**config.mk**
```make
export PLATFORM = sky130hd
export DESIGN_NAME = tmp_seq_flat
export DESIGN_NICKNAME = d
export VERILOG_FILES = /design/src/rtl/tmp_seq_pkg.sv /design/src/rtl/tmp_seq_if.sv /design/src/rtl/tmp_seq_chop.sv /design/src/rtl/tmp_seq.sv /design/src/flat_wrapper.sv
export SDC_FILE = /design/constraint.sdc
export NUM_CORES = 1
export LEC_CHECK = 0
export BUFFER_PORTS_ARGS = -buffer_cell sky130_fd_sc_hd__buf_2
export CAP_MARGIN = 25
export CORE_MARGIN = 2
export CORE_UTILIZATION = 45
export CTS_CLUSTER_SIZE = 16
export DETAILED_ROUTE_END_ITERATION = 12
export PLACE_DENSITY = 0.76
export SYNTH_ARGS = -nofsm -noshare
export SYNTH_HDL_FRONTEND = slang
export SYNTH_HIERARCHICAL = 1
export SYNTH_SLANG_ARGS = --single-unit
export TNS_END_PERCENT = 1
```
**constraint.sdc**
```tcl
create_clock -name clk -period 2.8 [get_ports clk]
set_clock_uncertainty 0.1 [all_clocks]
set_input_delay 0.28 -clock clk [delete_from_list [all_inputs] [get_ports clk]]
set_output_delay 0.28 -clock clk [all_outputs]
set_load 0.02 [all_outputs]
```
**src/rtl/tmp_seq_pkg.sv**
```systemverilog
// Shared types and helpers for the temperature-sensor sequencer.
package tmp_seq_pkg;

  typedef enum logic [2:0] {
    TMP_IDLE      = 3'd0,
    TMP_PRECHARGE = 3'd1,
    TMP_BLANK_D   = 3'd2,
    TMP_DIODE     = 3'd3,
    TMP_BLANK_B   = 3'd4,
    TMP_BIGDIODE  = 3'd5,
    TMP_CHARGE    = 3'd6,
    TMP_OUTPUT    = 3'd7
  } tmp_state_t;

  typedef struct packed {
    logic pa;
    logic pb;
    logic pc;
    logic pd;
    logic pi1;
    logic pi2;
    logic pii1;
    logic pii2;
  } tmp_sw_t;

  // Cycles spent on one delta-sigma decision: two blanks, diode, big-diode, charge.
  function automatic int decision_cycles(input int diode_cyc, input int big_cyc);
    return diode_cyc + big_cyc + 3;
  endfunction

endpackage

```
**src/rtl/tmp_seq_if.sv**
```systemverilog
// Front-end / readout signal bundle of the temperature-sensor sequencer.
interface tmp_seq_if #(
  parameter int NCH     = 2,
  parameter int OSR_LOG = 6
);
  localparam int CHW = (NCH > 1) ? $clog2(NCH) : 1;

  logic             cmp;
  logic             start;
  logic             cont;
  logic             PI1, PI2, PII1, PII2;
  logic             PA, PB, PC, PD;
  logic             src_n, snk;
  logic             cmp_p1, cmp_p2;
  logic             sample;
  logic             preChrg, setupBias;
  logic [NCH-1:0]   ch_sel;
  logic             busy;
  logic             valid;
  logic [OSR_LOG:0] code;
  logic [CHW-1:0]   code_ch;

  modport master (
    output cmp, start, cont,
    input  PI1, PI2, PII1, PII2, PA, PB, PC, PD, src_n, snk,
    input  cmp_p1, cmp_p2, sample, preChrg, setupBias,
    input  ch_sel, busy, valid, code, code_ch
  );

  modport slave (
    input  cmp, start, cont,
    output PI1, PI2, PII1, PII2, PA, PB, PC, PD, src_n, snk,
    output cmp_p1, cmp_p2, sample, preChrg, setupBias,
    output ch_sel, busy, valid, code, code_ch
  );
endinterface

```
**src/rtl/tmp_seq_chop.sv**
```systemverilog
// Free-running comparator chopper: complementary clocks toggling every CHOP_DIV
// cycles, with a sample strobe in the cycle before each toggle.
module tmp_chop #(
  parameter int CHOP_DIV = 3
) (
  input  logic clk,
  input  logic reset,
  output logic cmp_p1,
  output logic cmp_p2,
  output logic sample
);
  localparam int DW = $clog2(CHOP_DIV);
  localparam logic [DW-1:0] LD = DW'(CHOP_DIV - 1);

  logic [DW-1:0] cnt_q, cnt_d;
  logic          p1_q, p1_d;
  logic          p2_q, p2_d;
  logic          smp_q, smp_d;

  always_comb begin
    cnt_d = cnt_q - DW'(1);
    p1_d  = p1_q;
    if (cnt_q == '0) begin
      cnt_d = LD;
      p1_d  = ~p1_q;
    end
    p2_d  = ~p1_d;
    smp_d = (cnt_d == '0);
  end

  always_ff @(posedge clk or posedge reset) begin
    if (reset) begin
      cnt_q <= LD;
      p1_q  <= 1'b0;
      p2_q  <= 1'b1;
      smp_q <= 1'b0;
    end else begin
      cnt_q <= cnt_d;
      p1_q  <= p1_d;
      p2_q  <= p2_d;
      smp_q <= smp_d;
    end
  end

  assign cmp_p1 = p1_q;
  assign cmp_p2 = p2_q;
  assign sample = smp_q;
endmodule

```
**src/rtl/tmp_seq.sv**
```systemverilog
// Multi-channel temperature-sensor sequencer: switched-capacitor phase FSM,
// first-order delta-sigma decision loop and per-channel ones-count result.
module tmp_seq
  import tmp_seq_pkg::*;
#(
  parameter int NCH       = 2,
  parameter int PRE_CYC   = 11,
  parameter int DIODE_CYC = 1,
  parameter int BIG_CYC   = 5,
  parameter int SETUP_DEC = 6,
  parameter int OSR_LOG   = 6,
  parameter int CHOP_DIV  = 3
) (
  input logic     clk,
  input logic     reset,
  tmp_seq_if.slave io
);
  localparam int CHW   = (NCH > 1) ? $clog2(NCH) : 1;
  localparam int CW    = OSR_LOG + 1;
  localparam int SW    = (SETUP_DEC > 0) ? $clog2(SETUP_DEC + 1) : 1;
  localparam int TMAX0 = (PRE_CYC > DIODE_CYC) ? PRE_CYC : DIODE_CYC;
  localparam int TMAX  = (TMAX0 > BIG_CYC) ? TMAX0 : BIG_CYC;
  localparam int TW    = $clog2(TMAX + 1);

  localparam logic [TW-1:0]  PRE_LD   = TW'(PRE_CYC - 1);
  localparam logic [TW-1:0]  DIO_LD   = TW'(DIODE_CYC - 1);
  localparam logic [TW-1:0]  BIG_LD   = TW'(BIG_CYC - 1);
  localparam logic [CW-1:0]  DEC_FULL = CW'(2 ** OSR_LOG);
  localparam logic [SW-1:0]  SETUP_N  = SW'(SETUP_DEC);
  localparam logic [CHW-1:0] CH_LAST  = CHW'(NCH - 1);

  localparam logic [2:0] ST_IDLE   = TMP_IDLE;
  localparam logic [2:0] ST_PRE    = TMP_PRECHARGE;
  localparam logic [2:0] ST_BLK_D  = TMP_BLANK_D;
  localparam logic [2:0] ST_DIODE  = TMP_DIODE;
  localparam logic [2:0] ST_BLK_B  = TMP_BLANK_B;
  localparam logic [2:0] ST_BIG    = TMP_BIGDIODE;
  localparam logic [2:0] ST_CHARGE = TMP_CHARGE;
  localparam logic [2:0] ST_OUTPUT = TMP_OUTPUT;

  logic [2:0]     state_q, state_d;
  logic [CHW-1:0] ch_q, ch_d;
  logic [TW-1:0]  tmr_q, tmr_d;
  logic [CW-1:0]  dec_q, dec_d;
  logic [CW-1:0]  ones_q, ones_d;
  logic [SW-1:0]  setup_q, setup_d;
  tmp_sw_t        sw_q, sw_d;
  logic           src_n_q, src_n_d;
  logic           snk_q, snk_d;
  logic           pre_q, pre_d;
  logic           sbias_q, sbias_d;
  logic           busy_q, busy_d;
  logic           valid_q, valid_d;
  logic [NCH-1:0] ch_sel_q, ch_sel_d;
  logic [CW-1:0]  code_q, code_d;
  logic [CHW-1:0] code_ch_q, code_ch_d;
  logic           tc;

  always_comb begin
    state_d   = state_q;
    ch_d      = ch_q;
    tmr_d     = tmr_q;
    dec_d     = dec_q;
    ones_d    = ones_q;
    setup_d   = setup_q;
    code_d    = code_q;
    code_ch_d = code_ch_q;
    tc        = (tmr_q == '0);

    case (state_q)
      ST_IDLE: begin
        if (io.start) begin
          state_d = ST_PRE;
          ch_d    = '0;
          tmr_d   = PRE_LD;
        end
      end
      ST_PRE: begin
        if (tc) state_d = ST_BLK_D;
        else    tmr_d   = tmr_q - TW'(1);
      end
      ST_BLK_D: begin
        state_d = ST_DIODE;
        tmr_d   = DIO_LD;
      end
      ST_DIODE: begin
        if (tc) state_d = ST_BLK_B;
        else    tmr_d   = tmr_q - TW'(1);
      end
      ST_BLK_B: begin
        state_d = ST_BIG;
        tmr_d   = BIG_LD;
      end
      ST_BIG: begin
        // The decision is the comparator value latched on the last big-diode cycle.
        if (tc) begin
          state_d = ST_CHARGE;
          if (setup_q < SETUP_N) begin
            setup_d = setup_q + SW'(1);
          end else begin
            ones_d = ones_q + CW'(io.cmp);
            dec_d  = dec_q + CW'(1);
          end
        end else begin
          tmr_d = tmr_q - TW'(1);
        end
      end
      ST_CHARGE: begin
        state_d = (dec_q == DEC_FULL) ? ST_OUTPUT : ST_BLK_D;
      end
      ST_OUTPUT: begin
        if (ch_q != CH_LAST) begin
          state_d = ST_PRE;
          ch_d    = ch_q + CHW'(1);
          tmr_d   = PRE_LD;
        end else if (io.cont) begin
          state_d = ST_PRE;
          ch_d    = '0;
          tmr_d   = PRE_LD;
        end else begin
          state_d = ST_IDLE;
        end
      end
      default: state_d = ST_IDLE;
    endcase

    if (state_d == ST_PRE) begin
      dec_d   = '0;
      ones_d  = '0;
      setup_d = '0;
    end

    // Registered outputs are derived from the next state so they line up with it.
    sw_d    = '0;
    src_n_d = 1'b0;
    snk_d   = 1'b0;
    pre_d   = 1'b0;
    valid_d = 1'b0;
    case (state_d)
      ST_PRE: begin
        sw_d.pb = 1'b1;
        sw_d.pc = 1'b1;
        sw_d.pd = 1'b1;
        pre_d   = 1'b1;
      end
      ST_DIODE: begin
        sw_d.pii1 = 1'b1;
        sw_d.pii2 = 1'b1;
      end
      ST_BIG: begin
        sw_d.pi1 = 1'b1;
        sw_d.pi2 = 1'b1;
        src_n_d  = ((state_q == ST_BIG) ? src_n_q : 1'b0) ^ io.cmp;
        snk_d    = ((state_q == ST_BIG) ? snk_q : 1'b0) ^ ~io.cmp;
      end
      ST_CHARGE: begin
        sw_d.pa = 1'b1;
        sw_d.pb = io.cmp;
        sw_d.pc = ~io.cmp;
      end
      ST_OUTPUT: begin
        sw_d.pb   = 1'b1;
        sw_d.pc   = 1'b1;
        sw_d.pd   = 1'b1;
        valid_d   = 1'b1;
        code_d    = ones_q;
        code_ch_d = ch_q;
      end
      default: ;
    endcase

    sbias_d = sbias_q;
    if (state_d == ST_PRE)
      sbias_d = 1'b1;
    else if (state_d == ST_IDLE)
      sbias_d = 1'b0;
    else if (state_d == ST_CHARGE && state_q == ST_BIG && setup_d == SETUP_N)
      sbias_d = 1'b0;

    busy_d   = (state_d != ST_IDLE);
    ch_sel_d = busy_d ? (NCH'(1) << ch_d) : '0;
  end

  always_ff @(posedge clk or posedge reset) begin
    if (reset) begin
      state_q   <= ST_IDLE;
      ch_q      <= '0;
      tmr_q     <= '0;
      dec_q     <= '0;
      ones_q    <= '0;
      setup_q   <= '0;
      sw_q      <= '0;
      src_n_q   <= 1'b0;
      snk_q     <= 1'b0;
      pre_q     <= 1'b0;
      sbias_q   <= 1'b0;
      busy_q    <= 1'b0;
      valid_q   <= 1'b0;
      ch_sel_q  <= '0;
      code_q    <= '0;
      code_ch_q <= '0;
    end else begin
      state_q   <= state_d;
      ch_q      <= ch_d;
      tmr_q     <= tmr_d;
      dec_q     <= dec_d;
      ones_q    <= ones_d;
      setup_q   <= setup_d;
      sw_q      <= sw_d;
      src_n_q   <= src_n_d;
      snk_q     <= snk_d;
      pre_q     <= pre_d;
      sbias_q   <= sbias_d;
      busy_q    <= busy_d;
      valid_q   <= valid_d;
      ch_sel_q  <= ch_sel_d;
      code_q    <= code_d;
      code_ch_q <= code_ch_d;
    end
  end

  assign io.PA        = sw_q.pa;
  assign io.PB        = sw_q.pb;
  assign io.PC        = sw_q.pc;
  assign io.PD        = sw_q.pd;
  assign io.PI1       = sw_q.pi1;
  assign io.PI2       = sw_q.pi2;
  assign io.PII1      = sw_q.pii1;
  assign io.PII2      = sw_q.pii2;
  assign io.src_n     = src_n_q;
  assign io.snk       = snk_q;
  assign io.preChrg   = pre_q;
  assign io.setupBias = sbias_q;
  assign io.busy      = busy_q;
  assign io.valid     = valid_q;
  assign io.ch_sel    = ch_sel_q;
  assign io.code      = code_q;
  assign io.code_ch   = code_ch_q;

  tmp_chop #(.CHOP_DIV(CHOP_DIV)) u_chop (
    .clk    (clk),
    .reset  (reset),
    .cmp_p1 (io.cmp_p1),
    .cmp_p2 (io.cmp_p2),
    .sample (io.sample)
  );
endmodule

```
**src/flat_wrapper.sv**
```systemverilog
// flat-port wrapper written by rule: the top's interface ports become plain ports
module tmp_seq_flat import tmp_seq_pkg::*;
#(
  parameter int NCH       = 2,
  parameter int PRE_CYC   = 11,
  parameter int DIODE_CYC = 1,
  parameter int BIG_CYC   = 5,
  parameter int SETUP_DEC = 6,
  parameter int OSR_LOG   = 6,
  parameter int CHOP_DIV  = 3
)
  (clk, reset, io_cmp, io_start, io_cont, io_PI1, io_PI2, io_PII1, io_PII2, io_PA, io_PB, io_PC, io_PD, io_src_n, io_snk, io_cmp_p1, io_cmp_p2, io_sample, io_preChrg, io_setupBias, io_ch_sel, io_busy, io_valid, io_code, io_code_ch);
  tmp_seq_if #(.NCH(NCH), .OSR_LOG(OSR_LOG)) io_i ();
  input logic clk;
  input logic reset;
  input wire logic [$bits(io_i.cmp)-1:0] io_cmp;
  input wire logic [$bits(io_i.start)-1:0] io_start;
  input wire logic [$bits(io_i.cont)-1:0] io_cont;
  output wire logic [$bits(io_i.PI1)-1:0] io_PI1;
  output wire logic [$bits(io_i.PI2)-1:0] io_PI2;
  output wire logic [$bits(io_i.PII1)-1:0] io_PII1;
  output wire logic [$bits(io_i.PII2)-1:0] io_PII2;
  output wire logic [$bits(io_i.PA)-1:0] io_PA;
  output wire logic [$bits(io_i.PB)-1:0] io_PB;
  output wire logic [$bits(io_i.PC)-1:0] io_PC;
  output wire logic [$bits(io_i.PD)-1:0] io_PD;
  output wire logic [$bits(io_i.src_n)-1:0] io_src_n;
  output wire logic [$bits(io_i.snk)-1:0] io_snk;
  output wire logic [$bits(io_i.cmp_p1)-1:0] io_cmp_p1;
  output wire logic [$bits(io_i.cmp_p2)-1:0] io_cmp_p2;
  output wire logic [$bits(io_i.sample)-1:0] io_sample;
  output wire logic [$bits(io_i.preChrg)-1:0] io_preChrg;
  output wire logic [$bits(io_i.setupBias)-1:0] io_setupBias;
  output wire logic [$bits(io_i.ch_sel)-1:0] io_ch_sel;
  output wire logic [$bits(io_i.busy)-1:0] io_busy;
  output wire logic [$bits(io_i.valid)-1:0] io_valid;
  output wire logic [$bits(io_i.code)-1:0] io_code;
  output wire logic [$bits(io_i.code_ch)-1:0] io_code_ch;
  assign io_i.cmp = io_cmp;
  assign io_i.start = io_start;
  assign io_i.cont = io_cont;
  assign io_PI1 = io_i.PI1;
  assign io_PI2 = io_i.PI2;
  assign io_PII1 = io_i.PII1;
  assign io_PII2 = io_i.PII2;
  assign io_PA = io_i.PA;
  assign io_PB = io_i.PB;
  assign io_PC = io_i.PC;
  assign io_PD = io_i.PD;
  assign io_src_n = io_i.src_n;
  assign io_snk = io_i.snk;
  assign io_cmp_p1 = io_i.cmp_p1;
  assign io_cmp_p2 = io_i.cmp_p2;
  assign io_sample = io_i.sample;
  assign io_preChrg = io_i.preChrg;
  assign io_setupBias = io_i.setupBias;
  assign io_ch_sel = io_i.ch_sel;
  assign io_busy = io_i.busy;
  assign io_valid = io_i.valid;
  assign io_code = io_i.code;
  assign io_code_ch = io_i.code_ch;
  tmp_seq #(.NCH(NCH), .PRE_CYC(PRE_CYC), .DIODE_CYC(DIODE_CYC), .BIG_CYC(BIG_CYC), .SETUP_DEC(SETUP_DEC), .OSR_LOG(OSR_LOG), .CHOP_DIV(CHOP_DIV)) u_core (.clk(clk), .reset(reset), .io(io_i));
endmodule
```
==> results of run 1 <==
==> cell families after synthesis <==
family | Yosys count | synth area share, %
xor+xnor | 15 | 5.322
mux | 14 | 6.792
compound gates | 27 | 7.704
simple gates | 83 | 17.54
flops | 52 | 52.81
fa+ha+maj | 9 | 4.562
buf+inv | 27 | 5.271
==> state kept, by name, indices dropped and copies added, names as in the netlist, 2 cells and up <==
name                 count
u_core/io.code           7
u_core/io.ch_sel         2
u_core/ones_q            7
u_core/tmr_q             4
u_core/setup_q           3
u_core/u_chop/cnt_q      2
u_core/state_q           3
u_core/dec_q             7
==> worst min-delay path by stage <==
stage	start	to	slack (ps)	cells after the start
floorplan	reset	u_core/u_chop/cmp_p1	-40	1
global placement	reset	u_core/u_chop/cmp_p1	100	2
detailed placement	reset	u_core/u_chop/cmp_p1	100	2
CTS	io_cmp	u_core/io.PC	160	2
global route	io_cmp	u_core/io.PC	190	2
finish	io_cmp	u_core/io.PC	170	2
==> synthesized netlist by cell type, types with 4 or more instances <==
cell type	n
a21oi_1	8
and2_1	4
buf_2	5
buf_4	4
dfrtp_1	50
ha_1	9
inv_1	13
mux2_1	6
mux2_4	4
mux2i_1	4
nand2_1	16
nand3_1	10
nand4_1	6
nor2_1	24
nor3_1	7
xnor2_1	9
xor2_1	6
==> metrics by stage <==
stage,std cells,worst slack (ps)
floorplan,227,961.0
CTS,327,432.2
global route,328,248.4
finish,328,439.5
global placement,318,526.4
detailed placement,318,438.5
==> report_power, final <==
part / internal, W / leakage (nW) / switching [W]
clock: 0.000179 / 0.0485 / 0.000249
sequential: 0.000870 / 0.673 / 0.000108
combinational: 0.000265 / 0.674 / 0.000435
==> routing by layer <==
layer | wire (um) | track usage [%] | part of all wire, %
met1 | 2144 | 21.38 | 48
met2 | 1983 | 24.22 | 45
met3 | 256 | 4.368 | 5.8
met4 | 54 | 4.912 | 1.2
met5 | 0 | 0 | 0
==> layout make-up <==
class | instances | area [um2] | area share [%]
inverter | 15 | 56.30 | 2.030
multi-input combinational | 148 | 1035 | 37.30
clock inverter | 3 | 22.52 | 0.8119
clock buffer | 5 | 68.82 | 2.481
timing repair buffer | 35 | 200.2 | 7.217
tap | 70 | 87.58 | 3.157
sequential | 52 | 1304 | 47.00
==> repair_timing <==
| action | CTS | global route |
|---|---|---|
| hold buffers | 1 | 0 |
| endpoints found under the setup margin | 0 | 0 |
| hold endpoints to repair | 5 | 0 |
==> results_dict.tcl, run 1 <==
set metrics [dict create \
    crit_path_start_kind "register" \
    syn_inst 227 \
    avgRoutedWirePerCell_um 13.53 \
    arrival_ps 2450 \
    crit_cells 4 \
    place_area_mm2 0.002653 \
    ys.warnings.count 6 \
    synth_cell_type_count 48 \
    tightest_slew_ps 663.5 \
    synth_area_mm2 0.002469 \
    first_global_vias 1552 \
    worst-r2r-setup-slack_ps 440 \
    path_cells "and2_1, nand4_1, or4_1, mux2_1" \
    grt_max_degree 48 \
    nNetsFinal 271 \
    timing.critical_path.buf_inv 0 \
    ys_top_cells_by_area "dfrtp_1 51%, ha_1 4.6%, nor2_1 3.6%" \
    cp-startpoint "u_core/state_q[2]" \
    grt_pass1_wl_um 7500 \
    globalplace.congestion 0.8415 \
    drv_cap 0 \
    max_freq_ghz 0.4236 \
    grt_usage_pct 15.61 \
    drt-total-wl_um 4439 \
    worstSetupPathType "reg -> reg" \
    antenna_found_initial 0 \
    final_common_cell "dfrtp_1" \
    ant_nets 0 \
    setup_viol 0 \
    end_kind "register" \
    seq_area_frac_synth_pct 52.81 \
    rsz0062_at_grt "no" \
    period_needed_ps 2361 \
    synth-edff-count 0 \
    final_cell_mix "50 x dfrtp_1, 31 x buf_2, 24 x nor2_1" \
    regToRegStartpoint "u_core/state_q[2]" \
    die_w_um 78.07 \
    area_growth_pct 12.37 \
    p_leak_nw 1.395 \
    slew_headroom_pct 55.77 \
    drc 0 \
    slowest_stage "or4_1" \
    h-tree-depth 2 \
    cts_tree "done" \
    core.rowCount 26 \
    clockRootBuffer "clkbuf_8" \
    viasPerCell 5.186 \
    final_max_slew_viol_count 0 \
    fill_cells 471 \
    die_h_um 78.07 \
    hold_viol 0 \
    critical_path_required_ps 2890 \
    cts_buffers 5 \
    portBuffers 31 \
    stdcell_area_mm2 0.002774 \
    gr-total-overflow 0 \
    clk_pin_slew_ps 100 \
    yosysTopAreaCell "dfrtp_1" \
    clock-sinks 52 \
    peakVddDrop_uv 360.8 \
    r2r_cells 4 \
    first_pass_iters 4 \
    hp-class "in -> reg" \
    synth_fp_nets 241 \
    dieArea_mm2 0.006094 \
    boundaryPins 32 \
    critical_path.max_fanout 14 \
    max_stage_delay_ps 750 \
    synth_ff_type "dfrtp_1" \
    total_power_w 0.002105 \
    drt-initial-drc-count 82 \
    ctsResizeCount 0 \
    ys_ff_latch 52 \
    tns_ps 0 \
    core_area_mm2 0.005205 \
    initial_core_util_pct 47.43 \
    clock_latency_ps 310 \
    fin_util_pct 53.29 \
    clk_path_buf_depth 2 \
    fin_crit_sh_pct 84.30 \
    rr_endpoint "u_core/io.code[3]" \
    dp_hpwl_um 3066 \
    syn_avg_cell_area_um2 10.87 \
    async_flop_share_pct 100.0 \
    endpoint "u_core/io.code[3]" \
    synth_top_area_share_pct 50.68 \
    drive_gt1_share_pct 20.93 \
    via_count 1701 \
    powerDensity_mw_per_mm2 758.8 \
    status "complete, no violations" \
    diodes 0 \
    cts_setup_buffers 0 \
    timing.hold.ws_ps 167.9 \
    path_delay_family "simple AND/OR/NAND/NOR gates" \
]
Note: power is estimated with default switching activity, not from simulation.
==> run 2: changes to the inputs <==
PLACE_DENSITY = 0.78   (was 0.76)
clock period = 2.1 ns   (was 2.8 ns; I/O delays follow)
==> run 2 against run 1 <==
Effect of this change: die area unchanged; maximum frequency up 23%; combinational power up 44%; critical path depth up 3; final cell count up 2.1%; wire length up 3.8%; via count up 4.8%; worst setup slack worse by 260 ps; register-to-register slack worse by 260 ps; critical endpoint is now u_core/dec_q[5]; largest power group unchanged.
==> results_dict.tcl, run 2 (synthesized netlist as in run 1, its figures left out) <==
set metrics [dict create \
    place_area_mm2 0.002725 \
    h-tree-depth 2 \
    viasPerCell 5.322 \
    antenna_found_initial 0 \
    final_common_cell "dfrtp_1" \
    critical_path_required_ps 2230 \
    slew_headroom_pct 64.52 \
    final_cell_mix "50 x dfrtp_1, 31 x buf_2, 24 x nor2_1" \
    critical_path.max_fanout 9 \
    drt-initial-drc-count 92 \
    gr-total-overflow 0 \
    ant_nets 0 \
    seqPwrFrac_pct 44.2 \
    p_leak_nw 1.429 \
    end_kind "register" \
    status "complete, no violations" \
    area_growth_pct 14.65 \
    first_pass_iters 4 \
    final_max_slew_viol_count 0 \
    pwr-share-clk_pct 20.5 \
    grt_usage_pct 16.53 \
    first_global_vias 1676 \
    cts_setup_buffers 0 \
    core.rowCount 26 \
    core_area_mm2 0.005205 \
    powerDensity_mw_per_mm2 1010 \
    cts_tree "done" \
    p_sw_w 0.001069 \
    drc 0 \
    drv_cap 0 \
    portBuffers 31 \
    initial_core_util_pct 47.43 \
    cts_buffers 5 \
    diodes 0 \
    tns_ps 0 \
    grt_pass1_wl_um 7976 \
    worstSetupPathType "reg -> reg" \
    boundaryPins 32 \
    setup_viol 0 \
    clock-sinks 52 \
    arrival_ps 2050 \
    max_freq_ghz 0.5209 \
    clock_latency_ps 310 \
    clk_path_buf_depth 2 \
    dp_cells 326 \
    ctsResizeCount 0 \
    die_h_um 78.07 \
    fin_crit_sh_pct 91.41 \
    dp_hpwl_um 3348 \
    via_count 1783 \
    p_int_w 0.001791 \
    stdcell_area_mm2 0.002830 \
    drt-total-wl_um 4608 \
    instances_no_fill 335 \
    comb_power_share_pct 35.3 \
    hp-class "in -> reg" \
    clk_pin_slew_ps 110 \
    tightest_slew_ps 531.4 \
    rsz0062_at_grt "no" \
    power_switching_share_pct 37.38 \
    nNetsFinal 278 \
    period_needed_ps 1920 \
    hold_viol 0 \
    crit_path_start_kind "register" \
    clockRootBuffer "clkbuf_8" \
    dieArea_mm2 0.006094 \
    grt_max_degree 25 \
    die_w_um 78.07 \
    globalplace.congestion 0.8817 \
    drive_gt1_share_pct 23.02 \
    avgRoutedWirePerCell_um 13.76 \
    peakVddDrop_uv 458.5 \
]
run 2: cell count changes in the layout (fill, tap and decap cells not counted), sizes merged:
| cell | before | now |
|---|---|---|
| buf | 34 | 41 |
run 2: final cells by class:
cell class | instances | area, um2
repair buffers | 42 | 252.7
clock inverters | 3 | 26.28
flip-flops and latches | 52 | 1304
multi-input cells | 148 | 1035
fillers | 463 | 2375
clock buffers | 5 | 68.82
well taps | 70 | 87.58
inverters | 15 | 56.30
run 2: power groups by stage:
stage	Combinational [W]	Sequential, W	Clock, W
after global placement	0.00100	0.00128	0
after CTS	0.00102	0.00127	0.000608
after floorplan	0.000678	0.00136	0
final	0.00101	0.00127	0.000586
after global routing	0.00111	0.00129	0.000649
after detailed placement	0.00101	0.00128	0
run 2: worst max-delay path: stages, from the launching register on:
cell	delay, ps
dfrtp_1	390
inv_1	80
ha_1	220
nor4bb_1	240
buf_4	230
nand2_2	60
or3_1	350
a21oi_1	170
run 2: layer usage:
layer	vias up	wire (um)	global-route usage, %
met2	67	2144	25.52
met5	-	0	0
met3	10	265	3.448
li1	855	-	-
met4	0	82	6.491
met1	851	2115	22.96
run 2: stage by stage:
step | util (%) | hold slack (ps) | setup slack [ps] | total power [W]
2_1_floorplan | - | -112.9 | 261.0 | 0.002036
3_3_place_gp | 52.36 | 25.86 | 281.7 | 0.002284
3_5_place_dp | 52.36 | 31.50 | 211.0 | 0.002294
4_1_cts | 54.37 | 93.94 | 192.0 | 0.002890
5_1_grt | 54.37 | 108.0 | 93.26 | 0.003046
6_report | 54.37 | 97.08 | 180.4 | 0.002860
run 2: worst paths after layout:
check	from	to	slack, ps	depth (start not counted)
setup / recovery	u_core/tmr_q[0]	u_core/dec_q[5]	180	7
hold / removal	io_cmp	u_core/io.PC	100	2
setup reg to reg	u_core/tmr_q[0]	u_core/dec_q[5]	180	7
hold reg to reg	u_core/u_chop/cmp_p1	u_core/u_chop/cmp_p2	390	1
max in group asynchronous	reset	u_core/ones_q[5]	1010	4
min in group asynchronous	reset	u_core/u_chop/cnt_q[0]	250	3
run 2: repair_timing:
action | CTS | global route
hold buffers | 1 | 0
hold endpoints to repair | 28 | 0
endpoints found under the setup margin | 0 | 0
==> run 3: changes to the inputs <==
PLACE_DENSITY = 0.76   (was 0.78)
RECOVER_POWER = 50   (was unset)
clock period = 2.2 ns   (was 2.1 ns; I/O delays follow)
==> run 3 against run 2 <==
Effect of this change: sequential share of layout area increased by 1.0 points; die area unchanged; maximum frequency decreased by 0.76%; final cell count decreased by 0.30%; cell area decreased by 2.2%; first-iteration DRC count increased by 6.5%; register-to-register slack improved by 90 ps; clock-buffer cell count unchanged; wire length decreased by 1.5%; critical path depth unchanged; largest power group unchanged.
==> results_dict.tcl, run 3 (synthesized netlist as in run 1, its figures left out) <==
set metrics [dict create \
    clock_latency_ps 300 \
    timing.critical_path.buf_inv 2 \
    drt-total-wl_um 4538 \
    rsz0062_at_grt "no" \
    hp-class "in -> reg" \
    comb_power_share_pct 35.0 \
    hold_viol 0 \
    gr-total-overflow 0 \
    grt_max_degree 22 \
    powerDensity_mw_per_mm2 970.6 \
    period_needed_ps 1934 \
    critical_path_required_ps 2280 \
    dieArea_mm2 0.006094 \
    drive_gt1_share_pct 11.74 \
    h-tree-depth 2 \
    diodes 0 \
    avgRoutedWirePerCell_um 13.59 \
    max_stage_delay_ps 400 \
    max_freq_ghz 0.5170 \
    end_kind "register" \
    final_common_cell "dfrtp_1" \
    dp_hpwl_um 3341 \
    initial_core_util_pct 47.43 \
    clock-sinks 52 \
    core_area_mm2 0.005205 \
    worstSetupPathType "reg -> reg" \
    slowest_stage "dfrtp_1" \
    ant_nets 0 \
    clockRootBuffer "clkbuf_8" \
    pwr-share-clk_pct 19.8 \
    tightest_slew_ps 812.7 \
    viasPerCell 5.201 \
    fin_crit_sh_pct 87.92 \
    multi_input_area_mm2 0.001035 \
    slew_headroom_pct 45.76 \
    crit_path_start_kind "register" \
    cts_setup_buffers 0 \
    tns_ps 0 \
    core.rowCount 26 \
    cts_tree "done" \
    path_delay_family "simple AND/OR/NAND/NOR gates" \
    setup_viol 0 \
    fin_util_pct 53.20 \
    antenna_found_initial 0 \
    die_w_um 78.07 \
    final_cell_mix "50 x dfrtp_1, 27 x clkbuf_1, 24 x nor2_1" \
    dp_cells 325 \
    p_leak_nw 1.317 \
    fill_cells 484 \
    instances_no_fill 334 \
    peakVddDrop_uv 426.2 \
    p_int_w 0.001675 \
    total_power_w 0.002687 \
    arrival_ps 2010 \
    p_sw_w 0.001013 \
    drv_cap 0 \
    via_count 1737 \
    nNetsFinal 277 \
    clk_pin_slew_ps 100 \
    first_global_vias 1683 \
    path_cells "inv_1, ha_1, nand4bb_1, buf_4, nor4_1, xnor2_1, nor2_1" \
    ff_latch_area_mm2 0.001304 \
    drt-initial-drc-count 98 \
    final_max_slew_viol_count 0 \
    seqPwrFrac_pct 45.1 \
    grt_pass1_wl_um 7907 \
    area_growth_pct 12.16 \
    grt_usage_pct 16.33 \
    first_pass_iters 4 \
    cts_buffers 5 \
    power_switching_share_pct 37.68 \
    clk_path_buf_depth 2 \
    critical_path.max_fanout 7 \
    boundaryPins 32 \
    die_h_um 78.07 \
    portBuffers 31 \
    globalplace.congestion 0.8801 \
    status "complete, no violations" \
    drc 0 \
    timing.hold.ws_ps 128.2 \
]
run 3: cell count changes in the layout (fill, tap and decap cells not counted), sizes merged:
cell	before	now
buf	41	13
clkbuf	5	32
clkinv	2	1
clkinvlp	0	1
run 3: routing by layer:
| metal | vias to the layer above | GRT usage [%] | wire, um |
|---|---|---|---|
| li1 | 850 | - | - |
| met1 | 825 | 22.74 | 2127 |
| met2 | 58 | 25.95 | 2113 |
| met3 | 4 | 3.448 | 258 |
| met4 | 0 | 4.737 | 38 |
| met5 | - | 0 | 0 |
run 3: cell type report:
type | instances | area share [%]
Sequential cell | 52 | 47.09
Multi-Input combinational cell | 148 | 37.37
Timing Repair Buffer | 41 | 7.094
Tap cell | 70 | 3.163
Clock buffer | 5 | 2.485
Inverter | 15 | 2.033
Clock inverter | 3 | 0.7682
run 3: worst paths after layout:
kind / startpoint / end / slack (ps) / cells past startpoint
max reg2reg: u_core/tmr_q[0] / u_core/dec_q[6] / 270 / 7
min: io_cmp / u_core/io.PC / 130 / 2
max in group asynchronous: reset / u_core/io.code[3] / 440 / 4
max: u_core/tmr_q[0] / u_core/dec_q[6] / 270 / 7
min in group asynchronous: reset / u_core/u_chop/cmp_p1 / 250 / 3
min reg2reg: u_core/u_chop/cmp_p1 / u_core/u_chop/cmp_p2 / 390 / 1
run 3: per-stage QoR:
stage                     instance area [um2]  setup WS [ps]
final                                    2769          265.8
after global routing                     2769          139.3
after CTS                                2805          269.1
after detailed placement                 2705          282.2
after global placement                   2705          318.8
after floorplan                          2469          361.0
run 3: repair_timing:
item                                   in CTS  in global routing
gates resized for setup                     0                  0
endpoints found under the hold margin      24                  0
hold buffers                                1                  0
run 3: power by group through the flow:
stage / Combinational (W) / Clock, W / Sequential [W]
after floorplan: 0.000647 / 0 / 0.00130
after global placement: 0.000957 / 0 / 0.00122
after detailed placement: 0.000971 / 0 / 0.00123
after CTS: 0.000978 / 0.000558 / 0.00121
after global routing: 0.00104 / 0.000594 / 0.00124
final: 0.000941 / 0.000533 / 0.00121
